**src/rtl/seq_multiplier_16.sv**
```systemverilog
// Multi-cycle 16x16 -> 32 shift-add multiplier (unsigned / two's complement) driving
// a 16-bit carry-lookahead adder once per iteration; result lands in hi/lo at FIX.

module cla4 (
    input  logic [3:0] a,
    input  logic [3:0] b,
    input  logic       cin,
    output logic [3:0] sum,
    output logic       gg,
    output logic       pg
);
    logic [3:0] g, p, c;

    assign g    = a & b;
    assign p    = a ^ b;
    assign c[0] = cin;
    assign c[1] = g[0] | (p[0] & cin);
    assign c[2] = g[1] | (p[1] & g[0]) | (p[1] & p[0] & cin);
    assign c[3] = g[2] | (p[2] & g[1]) | (p[2] & p[1] & g[0]) | (p[2] & p[1] & p[0] & cin);
    assign sum  = p ^ c;
    assign gg   = g[3] | (p[3] & g[2]) | (p[3] & p[2] & g[1]) | (p[3] & p[2] & p[1] & g[0]);
    assign pg   = &p;
endmodule

module cla16 (
    input  logic [15:0] ra,
    input  logic [15:0] rb,
    input  logic        cin,
    output logic [15:0] sum,
    output logic        cout
);
    logic [3:0] gg, pg;
    logic [4:0] gc;

    // second-level lookahead across the four nibble groups
    assign gc[0] = cin;
    assign gc[1] = gg[0] | (pg[0] & cin);
    assign gc[2] = gg[1] | (pg[1] & gg[0]) | (pg[1] & pg[0] & cin);
    assign gc[3] = gg[2] | (pg[2] & gg[1]) | (pg[2] & pg[1] & gg[0])
                 | (pg[2] & pg[1] & pg[0] & cin);
    assign gc[4] = gg[3] | (pg[3] & gg[2]) | (pg[3] & pg[2] & gg[1])
                 | (pg[3] & pg[2] & pg[1] & gg[0]) | (pg[3] & pg[2] & pg[1] & pg[0] & cin);
    assign cout  = gc[4];

    for (genvar i = 0; i < 4; i++) begin : g_grp
        cla4 u_cla4 (
            .a   (ra[4*i +: 4]),
            .b   (rb[4*i +: 4]),
            .cin (gc[i]),
            .sum (sum[4*i +: 4]),
            .gg  (gg[i]),
            .pg  (pg[i])
        );
    end
endmodule

module seq_multiplier_16 #(
    parameter int WIDTH = 16
) (
    input  logic             clk,
    input  logic             reset_n,
    input  logic             start,
    input  logic             signed_op,
    input  logic [WIDTH-1:0] a,
    input  logic [WIDTH-1:0] b,
    output logic             busy,
    output logic             done,
    output logic [WIDTH-1:0] hi,
    output logic [WIDTH-1:0] lo
);
    typedef enum logic [1:0] {IDLE, CALC, FIX, DONE} state_t;

    state_t               state, state_nxt;
    logic [WIDTH-1:0]     mcand, acc, mplr, sum;
    logic [3:0]           cnt;
    logic                 neg, cout, accept, last_iter;
    logic [2*WIDTH-1:0]   product, fixed;

    cla16 u_add (
        .ra   (acc),
        .rb   (mcand),
        .cin  (1'b0),
        .sum  (sum),
        .cout (cout)
    );

    assign accept    = start && (state == IDLE || state == DONE);
    assign last_iter = (cnt == 4'(WIDTH-1));
    assign product   = {acc, mplr};
    assign fixed     = neg ? (~product + (2*WIDTH)'(1)) : product;
    assign busy      = (state == CALC) || (state == FIX);
    assign done      = (state == DONE);

    always_ff @(posedge clk or negedge reset_n) begin
        if (!reset_n) state <= IDLE;
        else          state <= state_nxt;
    end

    always_comb begin
        state_nxt = state;
        case (state)
            IDLE:    if (accept) state_nxt = CALC;
            CALC:    if (last_iter) state_nxt = FIX;
            FIX:     state_nxt = DONE;
            DONE:    state_nxt = accept ? CALC : IDLE;
            default: state_nxt = IDLE;
        endcase
    end

    always_ff @(posedge clk or negedge reset_n) begin
        if (!reset_n) begin
            mcand <= '0;
            acc   <= '0;
            mplr  <= '0;
            cnt   <= '0;
            neg   <= 1'b0;
            hi    <= '0;
            lo    <= '0;
        end else if (accept) begin
            // operate on magnitudes; sign is reapplied once in FIX
            neg   <= signed_op & (a[WIDTH-1] ^ b[WIDTH-1]);
            mcand <= (signed_op & a[WIDTH-1]) ? (~a + WIDTH'(1)) : a;
            mplr  <= (signed_op & b[WIDTH-1]) ? (~b + WIDTH'(1)) : b;
            acc   <= '0;
            cnt   <= '0;
        end else if (state == CALC) begin
            if (mplr[0]) {acc, mplr} <= {cout, sum, mplr[WIDTH-1:1]};
            else         {acc, mplr} <= {1'b0, acc, mplr[WIDTH-1:1]};
            cnt <= cnt + 4'd1;
        end else if (state == FIX) begin
            {hi, lo} <= fixed;
        end
    end
endmodule

```
**config.mk**
```make
export PLATFORM = sky130hd
export DESIGN_NAME = seq_multiplier_16
export DESIGN_NICKNAME = d
export VERILOG_FILES = /design/src/rtl/seq_multiplier_16.sv
export SDC_FILE = /design/constraint.sdc
export NUM_CORES = 1
export LEC_CHECK = 0
export BUFFER_PORTS_ARGS = -buffer_cell sky130_fd_sc_hd__buf_2
export CAP_MARGIN = 20
export CORE_ASPECT_RATIO = 0.5
export CORE_MARGIN = 4
export CORE_UTILIZATION = 45
export DETAILED_ROUTE_END_ITERATION = 8
export PLACE_DENSITY = 0.67
export RECOVER_POWER = 25
export SYNTH_ARGS = -nofsm -noshare
export SYNTH_HDL_FRONTEND = slang
export SYNTH_SLANG_ARGS = --single-unit
```
**constraint.sdc**
```tcl
create_clock -name clk -period 3.4 [get_ports clk]
set_clock_uncertainty 0.1 [all_clocks]
set_input_delay 0 -clock clk [delete_from_list [all_inputs] [get_ports clk]]
set_output_delay 0 -clock clk [all_outputs]
set_load 0.005 [all_outputs]
```
======== Word-level counts from Yosys, hierarchy flattened ========
Index checks and enable logic that the tools add are counted.
word-level totals
  output and inout bits ................... 34
  register bits after elaboration ......... 87
  bits of input ports ..................... 36
operators by class
  muxes and demuxes ....................... 15
  add/sub/neg operators ................... 4
  bitwise logic cells ..................... 120
  equal/unequal tests ..................... 6
  reductions and logical operators ........ 10
operators with widths
  kind                                                                   number
  16-bit two-way mux                                                     8
  1-bit AND                                                              63
  1-bit bitwise OR                                                       39
  16-bit by 1-bit adder with 16-bit output, second input constant        2
  32-bit by 1-bit adder with 32-bit output, second input constant        1
  32-bit two-way mux                                                     1
  16-bit inverter                                                        2
  32-bit inverter                                                        1
  4-bit bitwise XOR                                                      8
  4-bit AND                                                              4
  4-bit AND reduction                                                    3
  4-bit two-way mux                                                      2
  2-bit case mux with 4 select lines                                     1
  4-bit by 1-bit adder with 4-bit output, second input constant          1
  2-bit equality test, second input constant                             2
  4-bit equality test, second input constant                             1
  2-bit two-way mux                                                      2
  2-bit inequality test, second input constant                           2
  3-bit AND reduction                                                    1
  2-bit by 1-bit equality test with 1-bit output, second input constant  1
  2-bit zero test                                                        1
  1-bit logical OR                                                       2
  1-bit inverter                                                         2
  2-bit AND reduction                                                    1
  other kinds (4)                                                        4

======== Longest topological paths before layout ========
Gate-level depths: netlist (run 1).
  word-level depth ........................ 14
  mapped depth ............................ 10
  mapped depth without buffers ............ 10

======== Modules after synthesis ========
A second synthesis (run 1) with hierarchy kept.
second synthesis, totals
  cell total of the unflattened synthesis .. 617
  area total of the unflattened synthesis .. 5715.5 um2
modules (own cells, without submodules)
  module             cells an instance  area an instance (um2)  times used
  seq_multiplier_16  524                4946.0                  1
  cla4               22                 182.7                   4
  cla16              5                  38.8                    1

======== Worst setup path before layout (run 1) ========
No wires, ideal clock.
  path type ............................... flip-flop to flip-flop
  start point ............................. register acc[5]
  end point ............................... register acc[8]
  stages on the path, launching flop included .. 11
  data arrival time ....................... 2254 ps
  path slack .............................. 914 ps
  clock period less this slack ............ 2486 ps
  required time ........................... 3168 ps
  buffers on the path ..................... 0
  cells stage by stage .................... dfrtp_1 ha_1 a21o_1 o2bb2ai_1 o21ai_0 nand2b_1 fa_1 xnor2_1 a21oi_1 mux2i_1 nor2_1
on the way
  cells in the longest elaborated chain, start to end .. 11
  elaborated cells on any way between the ends .. 16
  those cells by class .................... 3 x mux; 12 x bitwise; 1 x reduce/logical
ends and longest elaborated chain
  item                                            line    RTL
  start, declared                                 74      logic [WIDTH-1:0] mcand, acc, mplr, sum;
  start signal, assigned                          127     if (mplr[0]) {acc, mplr} <= {cout, sum, mplr[WIDTH-1:1]};
  start signal, assigned                          128     else {acc, mplr} <= {1'b0, acc, mplr[WIDTH-1:1]};
  4-bit AND or 4-bit bitwise XOR (tied branches)  14, 15
  1-bit AND                                       21      assign gg = g[3] | (p[3] & g[2]) | (p[3] & p[2] & g[1]) | (p[3] & p[2] & p[1] & g[0]);
  1-bit bitwise OR or 1-bit AND (tied branches)   21
  1-bit bitwise OR                                21
  1-bit bitwise OR *                              38      assign gc[2] = gg[1] | (pg[1] & gg[0]) | (pg[1] & pg[0] & cin);
  1-bit AND *                                     17      assign c[1] = g[0] | (p[0] & cin);
  1-bit bitwise OR *                              17
  4-bit bitwise XOR *                             20      assign sum = p ^ c;
  16-bit two-way mux *                            127
  16-bit two-way mux *                            126     end else if (state == CALC) begin
  16-bit two-way mux *                            119     end else if (accept) begin
Mark *: on every way between the ends. The rest lies on a longest branch, timed or not. The select of a mux whose other input is x is not followed.
A chain may end at the register's enable or synchronous reset.

======== Final worst setup path (run 1) ========
Ends and elaborated chain as after synthesis.

==> results of run 1 <==
power groups by stage:
| stage | sequential (mW) | combinational [mW] | clock (mW) |
|---|---|---|---|
| final | 2.07 | 2.95 | 0.932 |
| after global routing | 2.15 | 3.37 | 0.998 |
| after detailed placement | 2.08 | 2.94 | 0 |
| after global placement | 2.06 | 2.87 | 0 |
| after CTS | 2.07 | 2.99 | 0.956 |
| after floorplan | 1.93 | 2.21 | 0 |
routing by layer:
metal,wire length [um],up-vias
met5,0,-
met4,90,0
met3,605,9
met2,5986,107
met1,6699,2228
li1,-,2354
area by class of cell:
class                      instances  area share
inverter                          15    0.008534
tap                              165     0.03129
timing repair buffer             112      0.1126
clock buffer                      13     0.03945
sequential                        87      0.3300
clock inverter                     3    0.002655
multi-input combinational        484      0.4754
per-stage QoR:
step / utilization / cell area [um^2] / hold slack [ns]
2_1_floorplan: - / 5479 / -0.3956
3_3_place_gp: 0.5041 / 5969 / 0.07621
3_5_place_dp: 0.5041 / 5969 / 0.08012
4_1_cts: 0.5589 / 6618 / 0.03628
5_1_grt: 0.5572 / 6598 / 0.1128
6_report: 0.5572 / 6598 / 0.04769
placed cells by master (no fill, tap or decap), types with 16 or more instances in the layout:
cell                            instances
sky130_fd_sc_hd__dfrtp_1               87
sky130_fd_sc_hd__nor2_1                70
sky130_fd_sc_hd__nand2_1               67
sky130_fd_sc_hd__o21ai_0               56
sky130_fd_sc_hd__a21oi_1               54
sky130_fd_sc_hd__buf_2                 54
sky130_fd_sc_hd__xor2_1                39
sky130_fd_sc_hd__dlygate4sd3_1         37
sky130_fd_sc_hd__xnor2_1               28
sky130_fd_sc_hd__mux2i_1               25
sky130_fd_sc_hd__ha_1                  22
sky130_fd_sc_hd__o31ai_1               17
sky130_fd_sc_hd__clkbuf_1              16
critical path, stage by stage, from the launching register on:
cell	delay [ns]
sky130_fd_sc_hd__dfrtp_1	0.46
sky130_fd_sc_hd__ha_1	0.38
sky130_fd_sc_hd__a21o_1	0.23
sky130_fd_sc_hd__o2bb2ai_1	0.13
sky130_fd_sc_hd__o21ai_0	0.37
sky130_fd_sc_hd__nand2b_1	0.16
sky130_fd_sc_hd__fa_1	0.40
sky130_fd_sc_hd__xnor2_1	0.17
sky130_fd_sc_hd__a21oi_1	0.08
sky130_fd_sc_hd__mux2i_1	0.15
sky130_fd_sc_hd__nor2_1	0.05
sequential cells by signal, indices dropped and copies added (netlist names):
name / cells
acc: 16
cnt: 4
hi: 16
lo: 16
mcand: 16
mplr: 16
neg: 1
state: 2
cells by family (layout without fill, tap and decap cells):
family / Yosys count / after routing / synth area share
multiplexers: 26 / 26 / 0.04773
XOR/XNOR: 67 / 67 / 0.1071
adder cells (fa/ha/maj): 28 / 28 / 0.06942
AND/OR/NAND/NOR: 193 / 193 / 0.1596
AO/OA/AOI/OAI: 170 / 170 / 0.1873
flip-flops: 87 / 87 / 0.3974
buffers and inverters: 46 / 143 / 0.03151
final timing paths:
kind / start / to / slack, ns / cells past startpoint
min: start / state[1] / 0.05 / 5
min reg2reg: mcand[7] / mcand[7] / 0.39 / 2
max in group asynchronous: reset_n / lo[12] / 1.57 / 3
max reg2reg: acc[5] / acc[8] / 0.59 / 10
min in group asynchronous: reset_n / mplr[4] / 0.55 / 2
max: acc[5] / acc[8] / 0.59 / 10
==> results.yml, run 1 <==
route:
  viasPerCell: 5.345
  detailedRoute.firstIterationViolations: 275
  vias: 4698
  detail-route-antenna-nets: 0
  wl_um: 13380
  drc: 0
  drt_pre_antenna_iters: 5
  detail_route.wl_per_cell_um: 15.22
synth:
  ys_ff_latch: 87
  synth_cells: 617
  synth_top_area_cell: "sky130_fd_sc_hd__dfrtp_1"
  syn_area_um2: 5479
  synthesis.area_per_instance_um2: 8.880
  synth_top_cells_by_area: "sky130_fd_sc_hd__dfrtp_1 (40%), sky130_fd_sc_hd__xor2_1 (6.2%), sky130_fd_sc_hd__ha_1 (5.5%)"
  synthDominantCellAreaShare: 0.3974
  number_of_synthesized_flops_with_an_enable_pin: 0
  synth_seq_area_share: 0.3974
  synth-main-ff-cell: "sky130_fd_sc_hd__dfrtp_1"
  synth_common_cells: "sky130_fd_sc_hd__dfrtp_1 (87), sky130_fd_sc_hd__nor2_1 (70), sky130_fd_sc_hd__nand2_1 (67)"
  synthesis.yosys.warnings: 0
  post_syn_nets: 681
  synth.most_common_cell: "sky130_fd_sc_hd__dfrtp_1"
  async_set_or_reset_register_ratio_after_synthesis: 1.000
  post_synth_num_cell_types: 50
placement:
  number_of_cells_in_the_design_after_placement: 826
  place.port_buffers: 69
  detailed_place_hpwl_um: 9437
  gp_congestion: 0.9157
  pre_cts_ws_ns: 0.6614
setup_path:
  critical_path_arrival_ns: 2.91
  critical_path.endpoint_type: "flop"
  cp.required_ns: 3.50
  timing.setup.critical_path_class: "reg2reg"
  timing.critical_path.fanout_max: 6
  critPathLaunchType: "flop"
cts:
  cts_buffer_depth: 2
  clkTransAtPathRegs_ns: 0.06
  cts_root_buf: "sky130_fd_sc_hd__clkbuf_16"
  clock_sink_count: 87
  post_cts_resize_count: 0
  postCtsSetupRepairBufs: 0
  post_cts_hold_buffer_count: 37
  htreeDepth: 3
  cts_tree: "built"
  cts_made_buffers: 9
  clk_latency_ns: 0.34
run:
  maxCapViolations: 1
global_routing:
  top_usage_layer: "met2"
  grt_pass1_vias: 4610
  track_usage: 0.1990
  initial_antenna_violation_count: 0
  grt_start_max_net_pins: 68
  global_route.overflow_total: 0
  first_pass_grt_wire_length_um: 22720
  use_met2: 0.3179
  grt.met1_usage: 0.2874
  grt_met3_use: 0.02784
timing:
  tightest_slew_ns: 1.721
  postLayoutSetupSlackWorst_ns: 0.5943
  grt_setup_unrepaired: "no"
  drv_slew: 68
  max_clock_freq_mhz: 356.4
  hold_viol_final: 0
  relSlewSlack: -0.1475
  setup_viol: 0
  post-route-period-util: 0.8252
  final_critical_path_time_including_i_o_delays_and_setup_ns: 2.806
  fin_tns_setup_ns: 0
power_and_ir_drop:
  highest_ir_drop_seen_on_vdd_mv: 0.4172
  leakage_power_nw: 2.844
  power.total_mw: 5.955
  power.share.clock: 0.157
  swShare: 0.4366
  internal-power_mw: 3.355
  p_switching_mw: 2.600
  combinational_share_of_power: 0.495
  seq_power_share: 0.348
  powerDensity_nw_per_um2: 902.5
final_layout:
  filler_cell_count: 1104
  nets: 773
  insertedDiodeCount: 0
  drive_above_1_share: 0.1190
  multi_input_area_um2: 3137
  sequential_cell_area_um2: 2177
  finish.cell_count_without_fillers: 879
  area_delta_synth_final_pct: 20.42
floorplanning:
  row_count: 28
  core_region_area_um2: 11840
  design.portCount: 70
  die_area_um2: 14110
  die_height_um: 86.03
  die_x_um: 164.1
  floorplan.initialDensity: 0.4627
run_status:
  outcome: "finished, violations left"
  violations: "capacitance limit, slew limit"
worst_hold_path:
  path_type_of_the_worst_min_delay_path: "in2reg"
No activity file was read; power rests on OpenSTA's default activity.
==> inputs of run 2 (changes only) <==
- clock period: 3.4 -> 2.8 ns (I/O delays scaled with it)
==> run 2 against run 1 <==
The flow still finishes with violations (capacitance limit, slew limit). Setup slack worse by 0.51 ns. Wire length is 1.7% higher. Fmax is 3.5% higher. Combinational power is 30% higher. Worst hold slack worse by 0.0032 ns. Utilization is 1.4 points higher. Critical endpoint is now acc[12]. Largest cell class unchanged. Highest routed layer unchanged.
==> results.yml, run 2 (synthesis results as in run 1) <==
run_status:
  outcome: "finished, violations left"
  violations: "capacitance limit, slew limit"
setup_path:
  critPathLaunchType: "flop"
  timing.reg2reg.setup_slack_ns: 0.09
  r2r_start: "acc[9]"
  path_depth_of_the_worst_reg2reg_path: 10
  cp.required_ns: 2.91
  path_common_cell: "sky130_fd_sc_hd__nor2_1"
  crit_chain: "ha_1 > a21o_1 > a31oi_2 > o2111a_1 > nor2_1 > fa_1 > xnor2_1 > a21oi_1 > mux2i_1 > nor2_1"
  critical_path_arrival_ns: 2.82
  timing.setup.critical_path_class: "reg2reg"
  critical_path.endpoint_type: "flop"
  critPathSlowestCell: "sky130_fd_sc_hd__dfrtp_1"
  timing.critical_path.fanout_max: 5
  r2r_end: "acc[12]"
  critical_path.max_stage_delay_ns: 0.43
route:
  viasPerCell: 5.324
  vias: 4722
  detail_route.wl_per_cell_um: 15.35
  drt_pre_antenna_iters: 4
  detail-route-antenna-nets: 0
  detailedRoute.firstIterationViolations: 314
  wl_um: 13610
  drc: 0
worst_hold_path:
  path_type_of_the_worst_min_delay_path: "in2reg"
  whs_endpoint: "state[1]"
  whs_path_depth: 5
  hold_path_startpoint: "start"
placement:
  postPlaceCellArea_um2: 6082
  gp_congestion: 0.9077
  pre_cts_ws_ns: 0.1325
  place.port_buffers: 69
  number_of_cells_in_the_design_after_placement: 836
  detailed_place_hpwl_um: 9523
timing:
  drv_slew: 88
  final.hold.worst_slack_ns: 0.04447
  final_critical_path_time_including_i_o_delays_and_setup_ns: 2.712
  post-route-period-util: 0.9685
  hold_viol_final: 0
  grt_setup_unrepaired: "yes"
  relSlewSlack: -0.4158
  max_clock_freq_mhz: 368.8
  tightest_slew_ns: 2.124
  postLayoutSetupSlackWorst_ns: 0.08828
  setup_viol: 0
cts:
  cts_made_buffers: 9
  postCtsSetupRepairBufs: 0
  cts_tree: "built"
  cts_root_buf: "sky130_fd_sc_hd__clkbuf_16"
  clkTransAtPathRegs_ns: 0.06
  clk_latency_ns: 0.34
  clock_sink_count: 87
  cts_buffer_depth: 2
  htreeDepth: 3
final_layout:
  finalInstanceArea_um2: 6768
  filler_cell_count: 1077
  insertedDiodeCount: 0
  layout_common_cells: "sky130_fd_sc_hd__dfrtp_1 (87), sky130_fd_sc_hd__nor2_1 (70), sky130_fd_sc_hd__buf_2 (68)"
  area_delta_synth_final_pct: 23.52
  finish.cell_count_without_fillers: 887
  nets: 782
  final_common_cell: "sky130_fd_sc_hd__dfrtp_1"
  drive_above_1_share: 0.1565
global_routing:
  initial_antenna_violation_count: 0
  track_usage: 0.2008
  grt_pass1_vias: 4568
  global_route.overflow_total: 0
  first_pass_grt_wire_length_um: 22960
  grt_start_max_net_pins: 88
power_and_ir_drop:
  leakage_power_nw: 2.959
  highest_ir_drop_seen_on_vdd_mv: 0.5442
  power.total_mw: 7.577
  powerDensity_nw_per_um2: 1120
run:
  maxCapViolations: 1
floorplanning:
  floorplan.initialDensity: 0.4627
  die_x_um: 164.1
  design.portCount: 70
  row_count: 28
  die_height_um: 86.03
  core_region_area_um2: 11840
  die_area_um2: 14110
## run 2: worst max path at each step
stage / from / end / slack, ns / depth (start not counted)
final: acc[9] / acc[12] / 0.09 / 10
after global placement: mplr[11] / hi[9] / 0.15 / 6
after CTS: acc[9] / acc[12] / 0.07 / 10
after floorplan: acc[5] / acc[8] / 0.31 / 10
after detailed placement: acc[9] / acc[12] / 0.13 / 10
after global routing: acc[8] / acc[12] / -0.06 / 10
## run 2: layout make-up
class	instances	area, um^2	area share
multi-input combinational	484	3164	0.4676
sequential	87	2177	0.3217
timing repair buffer	121	850.8	0.1257
clock buffer	11	242.7	0.03587
tap	165	206.4	0.03050
clock inverter	4	70.07	0.01035
inverter	15	56.30	0.008319
## run 2: where the power goes
part	leakage [nW]	switching, mW	internal [mW]
clock network	0.155	0.480	0.798
logic	1.75	2.14	1.70
registers	1.06	0.588	1.87
total	2.96	3.21	4.36
## run 2: timing repair
item,CTS,global route
endpoints found under the hold margin,120,0
gates resized for setup,0,4
setup endpoints to repair,0,10
hold buffers,36,0
## run 2: metal layers
layer	part of all wire	global-route usage	up-vias
met5	0	0	-
met4	0.0038	0.03196	0
met3	0.059	0.04033	4
met2	0.46	0.3265	103
met1	0.48	0.2852	2246
li1	-	-	2369
## run 2: through the flow
stage                 util  TNS (ns)
floorplan                -         0
global placement    0.5136         0
detailed placement  0.5136         0
CTS                 0.5705         0
global route        0.5715    -1.826
finish              0.5715         0
## run 2: critical path, delay by kind of cell (launching register included)
family / cells / cell delay, ns
simple gates: 2 / 0.13
fa+ha+maj: 2 / 0.74
compound gates: 4 / 0.82
xor+xnor: 1 / 0.20
flops: 1 / 0.43
mux: 1 / 0.16
==> inputs of run 3 (changes only) <==
- PLACE_DENSITY: 0.67 -> 0.73
==> run 3 against run 2 <==
The run now ends clean. Power shrank 2.3%. Flip-flop and latch count is the same. Clock power shrank 16%. Largest cell class unchanged. Largest power group unchanged. Cell count grew 0.23%. Setup slack gained 0.050 ns. Global-route usage shrank 0.12 points. First-iteration DRC count shrank 0.64%. Critical endpoint is now mplr[15]. Sequential share of layout area grew 0.25 points. Sequential power is essentially flat. Cell area shrank 0.76%. Fmax grew 1.9%.
==> results.yml, run 3 (synthesis results as in run 1) <==
cts:
  cts_made_buffers: 9
  htreeDepth: 3
  cts_root_buf: "sky130_fd_sc_hd__clkbuf_16"
  cts_buffer_depth: 2
  clkTransAtPathRegs_ns: 0.06
  clk_latency_ns: 0.34
  clock_sink_count: 87
  cts_tree: "built"
placement:
  pre_cts_ws_ns: 0.1655
  place.port_buffers: 69
  detailed_place_hpwl_um: 9697
  postPlaceCellArea_um2: 6082
  gp_congestion: 0.8855
  number_of_cells_in_the_design_after_placement: 836
global_routing:
  first_pass_grt_wire_length_um: 22760
  track_usage: 0.1996
  grt_pass1_vias: 4697
  global_route.overflow_total: 0
  grt_start_max_net_pins: 51
  initial_antenna_violation_count: 0
setup_path:
  timing.setup.critical_path_class: "in2reg"
  critPathSlowestCell: "sky130_fd_sc_hd__or4_1"
  critPathLaunchType: "primary input"
  cp.required_ns: 2.96
  critical_path_arrival_ns: 2.82
  critical_path.max_stage_delay_ns: 0.59
  critical_path.endpoint_type: "flop"
  timing.critical_path.fanout_max: 4
  crit_chain: "dlygate4sd3_1 > buf_2 > or4_1 > or4_1 > o41ai_2 > nand3_1 > dlygate4sd3_1 > o21ai_0"
  critical_path.top_delay_family: "buffers and inverters"
  critical_path.n_buffers_inverters: 3
timing:
  hold_viol_final: 0
  final_critical_path_time_including_i_o_delays_and_setup_ns: 2.661
  final.hold.worst_slack_ns: 0.01273
  relSlewSlack: 0.1684
  fin_tns_setup_ns: 0
  post-route-period-util: 0.9505
  drv_slew: 0
  setup_viol: 0
  max_clock_freq_mhz: 375.7
  grt_setup_unrepaired: "no"
  tightest_slew_ns: 1.247
  postLayoutSetupSlackWorst_ns: 0.1386
route:
  detail-route-antenna-nets: 0
  detailedRoute.firstIterationViolations: 312
  vias: 4814
  wl_um: 13680
  viasPerCell: 5.415
  drc: 0
  drt_pre_antenna_iters: 5
  detail_route.wl_per_cell_um: 15.38
final_layout:
  finish.cell_count_without_fillers: 889
  finalInstanceArea_um2: 6716
  drive_above_1_share: 0.1521
  layout_common_cells: "sky130_fd_sc_hd__dfrtp_1 (87), sky130_fd_sc_hd__nor2_1 (70), sky130_fd_sc_hd__buf_2 (68)"
  nets: 782
  final_common_cell: "sky130_fd_sc_hd__dfrtp_1"
  area_delta_synth_final_pct: 22.59
floorplanning:
  core_region_area_um2: 11840
  design.portCount: 70
  floorplan.initialDensity: 0.4627
  die_x_um: 164.1
  die_area_um2: 14110
  die_height_um: 86.03
  row_count: 28
power_and_ir_drop:
  highest_ir_drop_seen_on_vdd_mv: 0.4353
  leakage_power_nw: 2.933
  powerDensity_nw_per_um2: 1102
run:
  maxCapViolations: 0
run_status:
  outcome: "finished, final reports clean"
worst_hold_path:
  path_type_of_the_worst_min_delay_path: "in2reg"
==> run 3: cell types whose count changed in the layout (fill, tap and decap cells not counted), sizes merged <==
cell / previous run / this run
clkinv: 3 / 4
bufinv: 2 / 0
diode: 0 / 1
clkinvlp: 0 / 1
buf: 83 / 84
==> run 3: worst paths after layout <==
kind / start / to / slack [ns] / depth (start not counted)
setup / recovery: b[8] / mplr[15] / 0.14 / 8
hold / removal: start / cnt[3] / 0.01 / 3
setup reg to reg: acc[9] / acc[12] / 0.15 / 10
hold reg to reg: mcand[15] / mcand[15] / 0.40 / 2
max in group asynchronous: reset_n / cnt[0] / 1.31 / 3
min in group asynchronous: reset_n / lo[3] / 0.35 / 2
==> run 3: worst min-delay path, stage by stage <==
cell	delay, ns
sky130_fd_sc_hd__buf_2	0.11
sky130_fd_sc_hd__nor2b_2	0.20
sky130_fd_sc_hd__nor2_1	0.10
==> run 3: power breakdown <==
part	internal, mW	total (mW)	switching [mW]
Sequential	1.87	2.48	0.608
Combinational	1.70	3.85	2.15
Clock	0.597	1.08	0.485
==> run 3: layout make-up <==
class / instances / area [um^2]
clock buffer: 12 / 236.5
inverter: 15 / 56.30
clock inverter: 4 / 22.52
multi-input combinational: 484 / 3152
timing repair buffer: 121 / 863.3
tap: 165 / 206.4
fill: 1091 / 5125
sequential: 87 / 2177
antenna: 1 / 2.502
==> run 3: routing by layer <==
layer / up-vias / GRT usage / part of all wire / wire length (um)
met1: 2278 / 0.2773 / 0.49 / 6652
met3: 25 / 0.03265 / 0.046 / 626
met5: - / 0 / 0 / 0
met2: 129 / 0.3220 / 0.45 / 6139
li1: 2382 / - / - / -
met4: 0 / 0.06393 / 0.019 / 257
==> run 3: repair_timing <==
item | CTS | global route
buffers inserted | 0 | 0
setup endpoints to repair | 0 | 2
resized for setup | 0 | 3
endpoints found under the hold margin | 81 | 0
hold buffers | 36 | 0
==> run 3: per-stage QoR <==
| step | utilization | total power, mW |
|---|---|---|
| global placement | 0.5136 | 6.117 |
| CTS | 0.5659 | 7.398 |
| global route | 0.5670 | 8.032 |
| finish | 0.5672 | 7.405 |
| floorplan | - | 5.030 |
| detailed placement | 0.5136 | 6.242 |
